### config.mk
export PLATFORM = sky130hd
export DESIGN_NAME = enum_job_controller_flat
export DESIGN_NICKNAME = d
export VERILOG_FILES = /design/src/rtl/enum_ctrl_pkg.sv /design/src/rtl/axi_stream_if.sv /design/src/rtl/enum_job_controller.sv /design/src/flat_wrapper.sv
export SDC_FILE = /design/constraint.sdc
export NUM_CORES = 1
export LEC_CHECK = 0
export ABC_CLOCK_PERIOD_IN_PS = 2270
export BUFFER_PORTS_ARGS = -buffer_cell sky130_fd_sc_hd__clkbuf_2
export CAP_MARGIN = 25
export CORE_ASPECT_RATIO = 0.7
export CORE_MARGIN = 1.5
export CORE_UTILIZATION = 53
export CTS_BUF_LIST = sky130_fd_sc_hd__clkbuf_2 sky130_fd_sc_hd__clkbuf_4 sky130_fd_sc_hd__clkbuf_8
export CTS_CLUSTER_DIAMETER = 60
export DETAILED_ROUTE_END_ITERATION = 12
export HOLD_SLACK_MARGIN = 0.02
export PLACE_DENSITY = 0.82
export SYNTH_ARGS = -nofsm -noshare
export SYNTH_HDL_FRONTEND = slang
export SYNTH_SLANG_ARGS = --single-unit
### constraint.sdc
create_clock -name clk -period 2.27 [get_ports clk]
set_input_delay 0.227 -clock clk [delete_from_list [all_inputs] [get_ports clk]]
set_output_delay 0.227 -clock clk [all_outputs]
set_load 0.01 [all_outputs]
### src/rtl/enum_ctrl_pkg.sv
// -----------------------------------------------------------------------------
// enum_ctrl_pkg
// Shared definitions for the enumeration job controller:
//   state_t     - controller FSM encoding (IDLE, START, COLLECT, EMIT)
//   MIN_INIT    - value the running minimum starts from for every job
//   idx_width() - width needed to hold a count 0..n (never less than 1)
// -----------------------------------------------------------------------------
package enum_ctrl_pkg;

   typedef enum logic [1:0] {
      IDLE    = 2'd0,
      START   = 2'd1,
      COLLECT = 2'd2,
      EMIT    = 2'd3
   } state_t;

   // Largest possible press count, so the first beat always replaces it.
   localparam logic [7:0] MIN_INIT = 8'hFF;

   // Width of a counter that must represent every value from 0 to n.
   function automatic int idx_width(input int n);
      if (n <= 1) begin
         return 1;
      end
      return $clog2(n + 1);
   endfunction

endpackage

### src/rtl/axi_stream_if.sv
// -----------------------------------------------------------------------------
// axi_stream_if
// Minimal AXI-Stream bundle: tvalid/tready handshake, tdata, tlast.
//   transmitter - drives tvalid/tdata/tlast, samples tready
//   receiver    - samples tvalid/tdata/tlast, drives tready
// -----------------------------------------------------------------------------
interface axi_stream_if #(
   parameter int DATA_WIDTH = 8
) ();
   logic                  tvalid;
   logic                  tready;
   logic [DATA_WIDTH-1:0] tdata;
   logic                  tlast;

   modport transmitter (output tvalid, output tdata, output tlast, input tready);
   modport receiver    (input tvalid, input tdata, input tlast, output tready);
endinterface

### src/rtl/enum_job_controller.sv
// -----------------------------------------------------------------------------
// enum_job_controller
// Accepts one matrix job at a time, hands its configuration to an external
// solution enumerator, tracks the minimum press count over the returned
// solution stream and emits that minimum as a one-beat result.
//
// Ports
//   clk, rst_n                  clock, synchronous active-low reset
//   job_valid/job_ready         job descriptor handshake
//   job_rows/job_cols/job_rref  offered job configuration
//   enum_rows/enum_cols/enum_rref  configuration held for the enumerator
//   enum_start                  one-cycle start pulse to the enumerator
//   sol_stream                  solution stream (tdata = press count)
//   res_tvalid/res_tready/res_tdata  per-job minimum result
//   total                       saturating sum of all emitted minima
//   jobs_done                   wrapping count of accepted results
// -----------------------------------------------------------------------------
module enum_job_controller
   import enum_ctrl_pkg::*;
#(
   parameter  int MAX_ROWS   = 4,
   parameter  int MAX_COLS   = 7,
   parameter  int SUM_W      = 16,
   localparam int MAX_ROWS_W = idx_width(MAX_ROWS),
   localparam int MAX_COLS_W = idx_width(MAX_COLS)
) (
   input  logic                  clk,
   input  logic                  rst_n,

   input  logic                  job_valid,
   output logic                  job_ready,
   input  logic [MAX_ROWS_W-1:0] job_rows,
   input  logic [MAX_COLS_W-1:0] job_cols,
   input  logic [MAX_COLS-1:0]   job_rref [MAX_ROWS],

   output logic [MAX_ROWS_W-1:0] enum_rows,
   output logic [MAX_COLS_W-1:0] enum_cols,
   output logic [MAX_COLS-1:0]   enum_rref [MAX_ROWS],
   output logic                  enum_start,

   axi_stream_if.receiver        sol_stream,

   output logic                  res_tvalid,
   input  logic                  res_tready,
   output logic [7:0]            res_tdata,

   output logic [SUM_W-1:0]      total,
   output logic [15:0]           jobs_done
);

   // Adder is wide enough for both the total and an 8-bit minimum, plus carry,
   // so the saturation test also works when SUM_W is narrower than 8.
   localparam int              ACC_W   = ((SUM_W > 8) ? SUM_W : 8) + 1;
   localparam logic [ACC_W-1:0] SAT_MAX = (ACC_W'(1) << SUM_W) - ACC_W'(1);

   state_t                  state_reg;
   state_t                  state_next;
   logic [7:0]              min_reg;
   logic [7:0]              res_data_reg;
   logic [SUM_W-1:0]        total_reg;
   logic [15:0]             jobs_done_reg;
   logic [MAX_ROWS_W-1:0]   rows_reg;
   logic [MAX_COLS_W-1:0]   cols_reg;
   logic [MAX_COLS-1:0]     rref_reg [MAX_ROWS];

   logic                    job_fire;
   logic                    beat_fire;
   logic                    res_fire;
   logic [7:0]              beat_min;
   logic [ACC_W-1:0]        acc_sum;
   logic [SUM_W-1:0]        total_sat;

   // Handshake-facing outputs are gated by rst_n so nothing is offered or
   // accepted while reset is held.
   assign job_ready         = rst_n && (state_reg == IDLE);
   assign sol_stream.tready = rst_n && (state_reg == COLLECT);
   assign enum_start        = rst_n && (state_reg == START);
   assign res_tvalid        = rst_n && (state_reg == EMIT);
   assign res_tdata         = res_data_reg;

   assign job_fire  = job_valid && job_ready;
   assign beat_fire = sol_stream.tvalid && sol_stream.tready;
   assign res_fire  = res_tvalid && res_tready;

   // The tlast beat takes part in the minimum like any other beat.
   assign beat_min  = (sol_stream.tdata < min_reg) ? sol_stream.tdata : min_reg;

   always_comb begin
      acc_sum   = ACC_W'(total_reg) + ACC_W'(res_data_reg);
      total_sat = (acc_sum > SAT_MAX) ? {SUM_W{1'b1}} : acc_sum[SUM_W-1:0];
   end

   always_comb begin
      state_next = state_reg;
      case (state_reg)
         IDLE:    if (job_fire) state_next = START;
         START:   state_next = COLLECT;
         COLLECT: if (beat_fire && sol_stream.tlast) state_next = EMIT;
         EMIT:    if (res_fire) state_next = IDLE;
         default: state_next = IDLE;
      endcase
   end

   always_ff @(posedge clk) begin
      if (!rst_n) begin
         state_reg     <= IDLE;
         min_reg       <= MIN_INIT;
         res_data_reg  <= 8'd0;
         total_reg     <= '0;
         jobs_done_reg <= 16'd0;
         rows_reg      <= '0;
         cols_reg      <= '0;
      end else begin
         state_reg <= state_next;

         if (job_fire) begin
            rows_reg <= job_rows;
            cols_reg <= job_cols;
         end

         if (state_reg == START) begin
            min_reg <= MIN_INIT;
         end else if (beat_fire) begin
            min_reg <= beat_min;
            // Capture the final minimum directly so the result is valid in
            // the very next cycle without reading min_reg a second time.
            if (sol_stream.tlast) begin
               res_data_reg <= beat_min;
            end
         end

         if (res_fire) begin
            total_reg     <= total_sat;
            jobs_done_reg <= jobs_done_reg + 16'd1;
         end
      end
   end

   // Only job_fire loads the matrix, and job_fire is possible only in IDLE,
   // so the configuration is frozen for the lifetime of each job.
   generate
      for (genvar gi = 0; gi < MAX_ROWS; gi++) begin : g_rref_row
         always_ff @(posedge clk) begin
            if (!rst_n) begin
               rref_reg[gi] <= '0;
            end else if (job_fire) begin
               rref_reg[gi] <= job_rref[gi];
            end
         end
         assign enum_rref[gi] = rref_reg[gi];
      end
   endgenerate

   assign enum_rows = rows_reg;
   assign enum_cols = cols_reg;
   assign total     = total_reg;
   assign jobs_done = jobs_done_reg;

endmodule
### src/flat_wrapper.sv
// flat-port wrapper written by rule: the top's interface ports become plain ports
module enum_job_controller_flat import enum_ctrl_pkg::*;
#(
   parameter  int MAX_ROWS   = 4,
   parameter  int MAX_COLS   = 7,
   parameter  int SUM_W      = 16,
   localparam int MAX_ROWS_W = idx_width(MAX_ROWS),
   localparam int MAX_COLS_W = idx_width(MAX_COLS)
)
  (clk, rst_n, job_valid, job_ready, job_rows, job_cols, job_rref, enum_rows, enum_cols, enum_rref, enum_start, res_tvalid, res_tready, res_tdata, total, jobs_done, sol_stream_tvalid, sol_stream_tdata, sol_stream_tlast, sol_stream_tready);
  axi_stream_if sol_stream_i ();
  input  logic clk;
  input  logic rst_n;
  input  logic job_valid;
  output logic job_ready;
  input  logic [MAX_ROWS_W-1:0] job_rows;
  input  logic [MAX_COLS_W-1:0] job_cols;
  input  logic [MAX_COLS-1:0] job_rref[MAX_ROWS];
  output logic [MAX_ROWS_W-1:0] enum_rows;
  output logic [MAX_COLS_W-1:0] enum_cols;
  output logic [MAX_COLS-1:0] enum_rref[MAX_ROWS];
  output logic enum_start;
  output logic res_tvalid;
  input  logic res_tready;
  output logic [7:0] res_tdata;
  output logic [SUM_W-1:0] total;
  output logic [15:0] jobs_done;
  input wire logic [$bits(sol_stream_i.tvalid)-1:0] sol_stream_tvalid;
  input wire logic [$bits(sol_stream_i.tdata)-1:0] sol_stream_tdata;
  input wire logic [$bits(sol_stream_i.tlast)-1:0] sol_stream_tlast;
  output wire logic [$bits(sol_stream_i.tready)-1:0] sol_stream_tready;
  assign sol_stream_i.tvalid = sol_stream_tvalid;
  assign sol_stream_i.tdata = sol_stream_tdata;
  assign sol_stream_i.tlast = sol_stream_tlast;
  assign sol_stream_tready = sol_stream_i.tready;
  enum_job_controller #(.MAX_ROWS(MAX_ROWS), .MAX_COLS(MAX_COLS), .SUM_W(SUM_W)) u_core (.clk(clk), .rst_n(rst_n), .job_valid(job_valid), .job_ready(job_ready), .job_rows(job_rows), .job_cols(job_cols), .job_rref(job_rref), .enum_rows(enum_rows), .enum_cols(enum_cols), .enum_rref(enum_rref), .enum_start(enum_start), .sol_stream(sol_stream_i), .res_tvalid(res_tvalid), .res_tready(res_tready), .res_tdata(res_tdata), .total(total), .jobs_done(jobs_done));
endmodule
==> metrics.txt <==
worst setup path class reg -> reg; Syn Inst Count 397; largest net degree at the start of global routing 41; crit-path max FO 4; synth top area cells dfxtp_1, edfxtp_1, ha_1; r2r startpoint u_core.total[0]; Final setup viols 0; DRC violations left 0; Max Slew Vio Count 0; port bufs 125; layout overhead on the synthesized area 24.2%; fmax 0.459 GHz; CP max stage delay 0.44 ns; cell chain of the critical path ha_1, inv_1, fa_1, nor2b_4, o31a_4, o21ai_2, or2_1, nor4b_2, nor3_1; Tmin final 2.18 ns; Pwr Density ~740 mW/mm²; Post-CTS Setup Inserts 0; GR Util All Layers between 20 and 25%; number of global-route vias before repair 3,057; fin area 0.00498 mm²; HPWL Detailed 6740 µm; # rows 26; LEAKAGE ~0.0024 µW; Die X between 100 and 150 µm; Synth Warn # 0; Worst setup EP type flip-flop; crit path launch u_core.total[0]; Worst Path Arrival roughly 2.4 ns; Root Buffer clkbuf_8; antenna violations before repair 0; die footprint 0.00811 mm²; share of the synthesized area in the top cell type 27.9%; relative slew slack 57.9%; worst clock skew 0.0133 ns; number of flip-flops in the largest register 28; most common cell in the synthesized netlist dfxtp_1; CTS resizes 0; Synth cell types 55; Final TNS setup 0 ns; crit path launch type flip-flop; antenna cell count 0; Netlist Area Pre-Place 0.00401 mm²; VDD IR max 479 µV; Clk pin slew, worst setup/hold paths 0.09 ns; Clock Sinks 84; Reg2Reg Setup Slack roughly 0.092 ns; Fin. Hold Viols 0; Crit Reg-Reg Endpoint u_core.total[14]; critical path's slowest cell fa_1; drt via density 5.34; Req. time, crit path about 2.5 ns; Final Wtd Congestion about 0.84; Synth Flop Type dfxtp_1; total wire length 8980 µm; RSZ-0062 raised after global routing false; GRT Residual Overflow 0; TritonCTS buffer count 9; dpl cell area 0.00474 mm²; depth of the worst register-to-register path 9; nets@finish between 500 and 600; Iter 0 DRT Violations 160; WL/cell 14.3 µm; via count 3,354; Antenna Violating Nets Remaining 0; core area 0.00732 mm²; Hold Buf Count CTS 0; Least-Margin Pin Slew 0.616 ns; H-tree levels 3; Pre-antenna DRT Iters 4; first-pass GRT wire length 14,100 µm; CP endpoint u_core.total[14]; Skew-Pair Late Insertion Delay between 0.3 and 0.4 ns; post-synth net total 467; Die Y-Extent 75.8 µm; cell taking the most area after synthesis dfxtp_1; buffer depth of the longest clock path 2; sequential area share after synthesis 48.9%; share of layout cells above drive strength 1 31.5%; Hold/Removal Path Class in -> reg; Tcrit/Tclk final 95.9%; Initial Util 54.8%; run status finished clean; #FFs+latches synth 84; syn_area_per_cell approximately 10 µm²; Top-Level Pins 126; most instantiated cells after synthesis dfxtp_1, nand2_1, and2_1; max-capacitance violation count 0; EDFF count, synth 28; asr flop ratio synth 0%; TritonCTS clock tree yes
==> where the power goes <==
group	switching, µW	internal, µW
logic	410	289
clock network	554	625
registers	65.0	1720
==> critical path: cells and delay by family, from the launching register on <==
kind / cells / cell delay (ns)
buffers and inverters: 1 / 0.07
adder cells (fa/ha/maj): 2 / 0.65
AO/OA/AOI/OAI: 2 / 0.26
AND/OR/NAND/NOR: 4 / 0.71
flip-flops: 1 / 0.37
==> kinds of logic (layout without fill, tap and decap cells) <==
kind of cell / after synthesis / after routing / share of synthesized area, %
fa+ha+maj: 22 / 22 / 7.04
xor+xnor: 15 / 15 / 3.27
simple gates: 152 / 152 / 20.8
mux: 17 / 17 / 4.24
compound gates: 79 / 79 / 12.8
flops: 84 / 84 / 48.9
buf+inv: 28 / 161 / 3.02
==> per-stage QoR <==
stage	cells	power [µW]	worst slack, ns	utilization (%)	hold slack (ns)
floorplan	397	2240	0.214	-	0.336
global placement	612	2490	0.129	64.8	0.424
detailed placement	612	2520	0.0205	64.8	0.440
CTS	628	3700	0.00928	67.8	0.0593
global route	628	3850	0.00536	68.1	0.0702
finish	628	3670	0.0922	68.1	0.0640
==> routing by layer <==
metal	up-vias	part of all wire (%)	global-route usage, %
li1	1663	-	-
met1	1553	46	29.6
met2	124	46	36.5
met3	14	6.9	6.07
met4	0	1.4	9.33
met5	-	0	0
==> cell type report <==
type	instances	area [µm²]
Clock inverter	7	97.6
Inverter	13	48.8
Clock buffer	9	124
Tap cell	98	123
Timing Repair Buffer	132	678
Fill cell	604	2340
Sequential cell	84	1960
Multi-Input combinational cell	285	1950
==> worst min-delay path by stage <==
stage	to	slack, ns	cells after the start	start
finish	u_core.enum_cols[1]	0.06	3	job_cols[1]
floorplan	u_core.enum_cols[0]	0.34	2	job_cols[0]
global route	u_core.enum_rows[0]	0.07	3	job_rows[0]
global placement	u_core.enum_rows[2]	0.42	3	job_rows[2]
detailed placement	u_core.enum_cols[1]	0.44	3	job_cols[1]
CTS	u_core.enum_cols[1]	0.06	3	job_cols[1]
==> layout by cell type, fill, tap and decap left out, types with 2 or more instances in the layout <==
master     instances
clkbuf_2         125
dfxtp_1           56
nand2_1           45
and2_1            33
edfxtp_1          28
a21oi_1           25
o21ai_0           23
nor2_1            22
ha_1              21
mux2i_1           17
inv_1             13
nand3_1           13
and3_1            10
clkbuf_8           9
xor2_1             8
a31oi_1            7
xnor2_1            7
buf_4              7
nand4_1            4
or3_1              4
a21o_1             4
a211oi_1           3
nor3_2             3
nand2b_1           2
o21ai_1            2
o211ai_1           2
o21ai_2            2
nor3_1             2
inv_6              2
bufinv_16          2
Power figures use the tool's default switching activity.
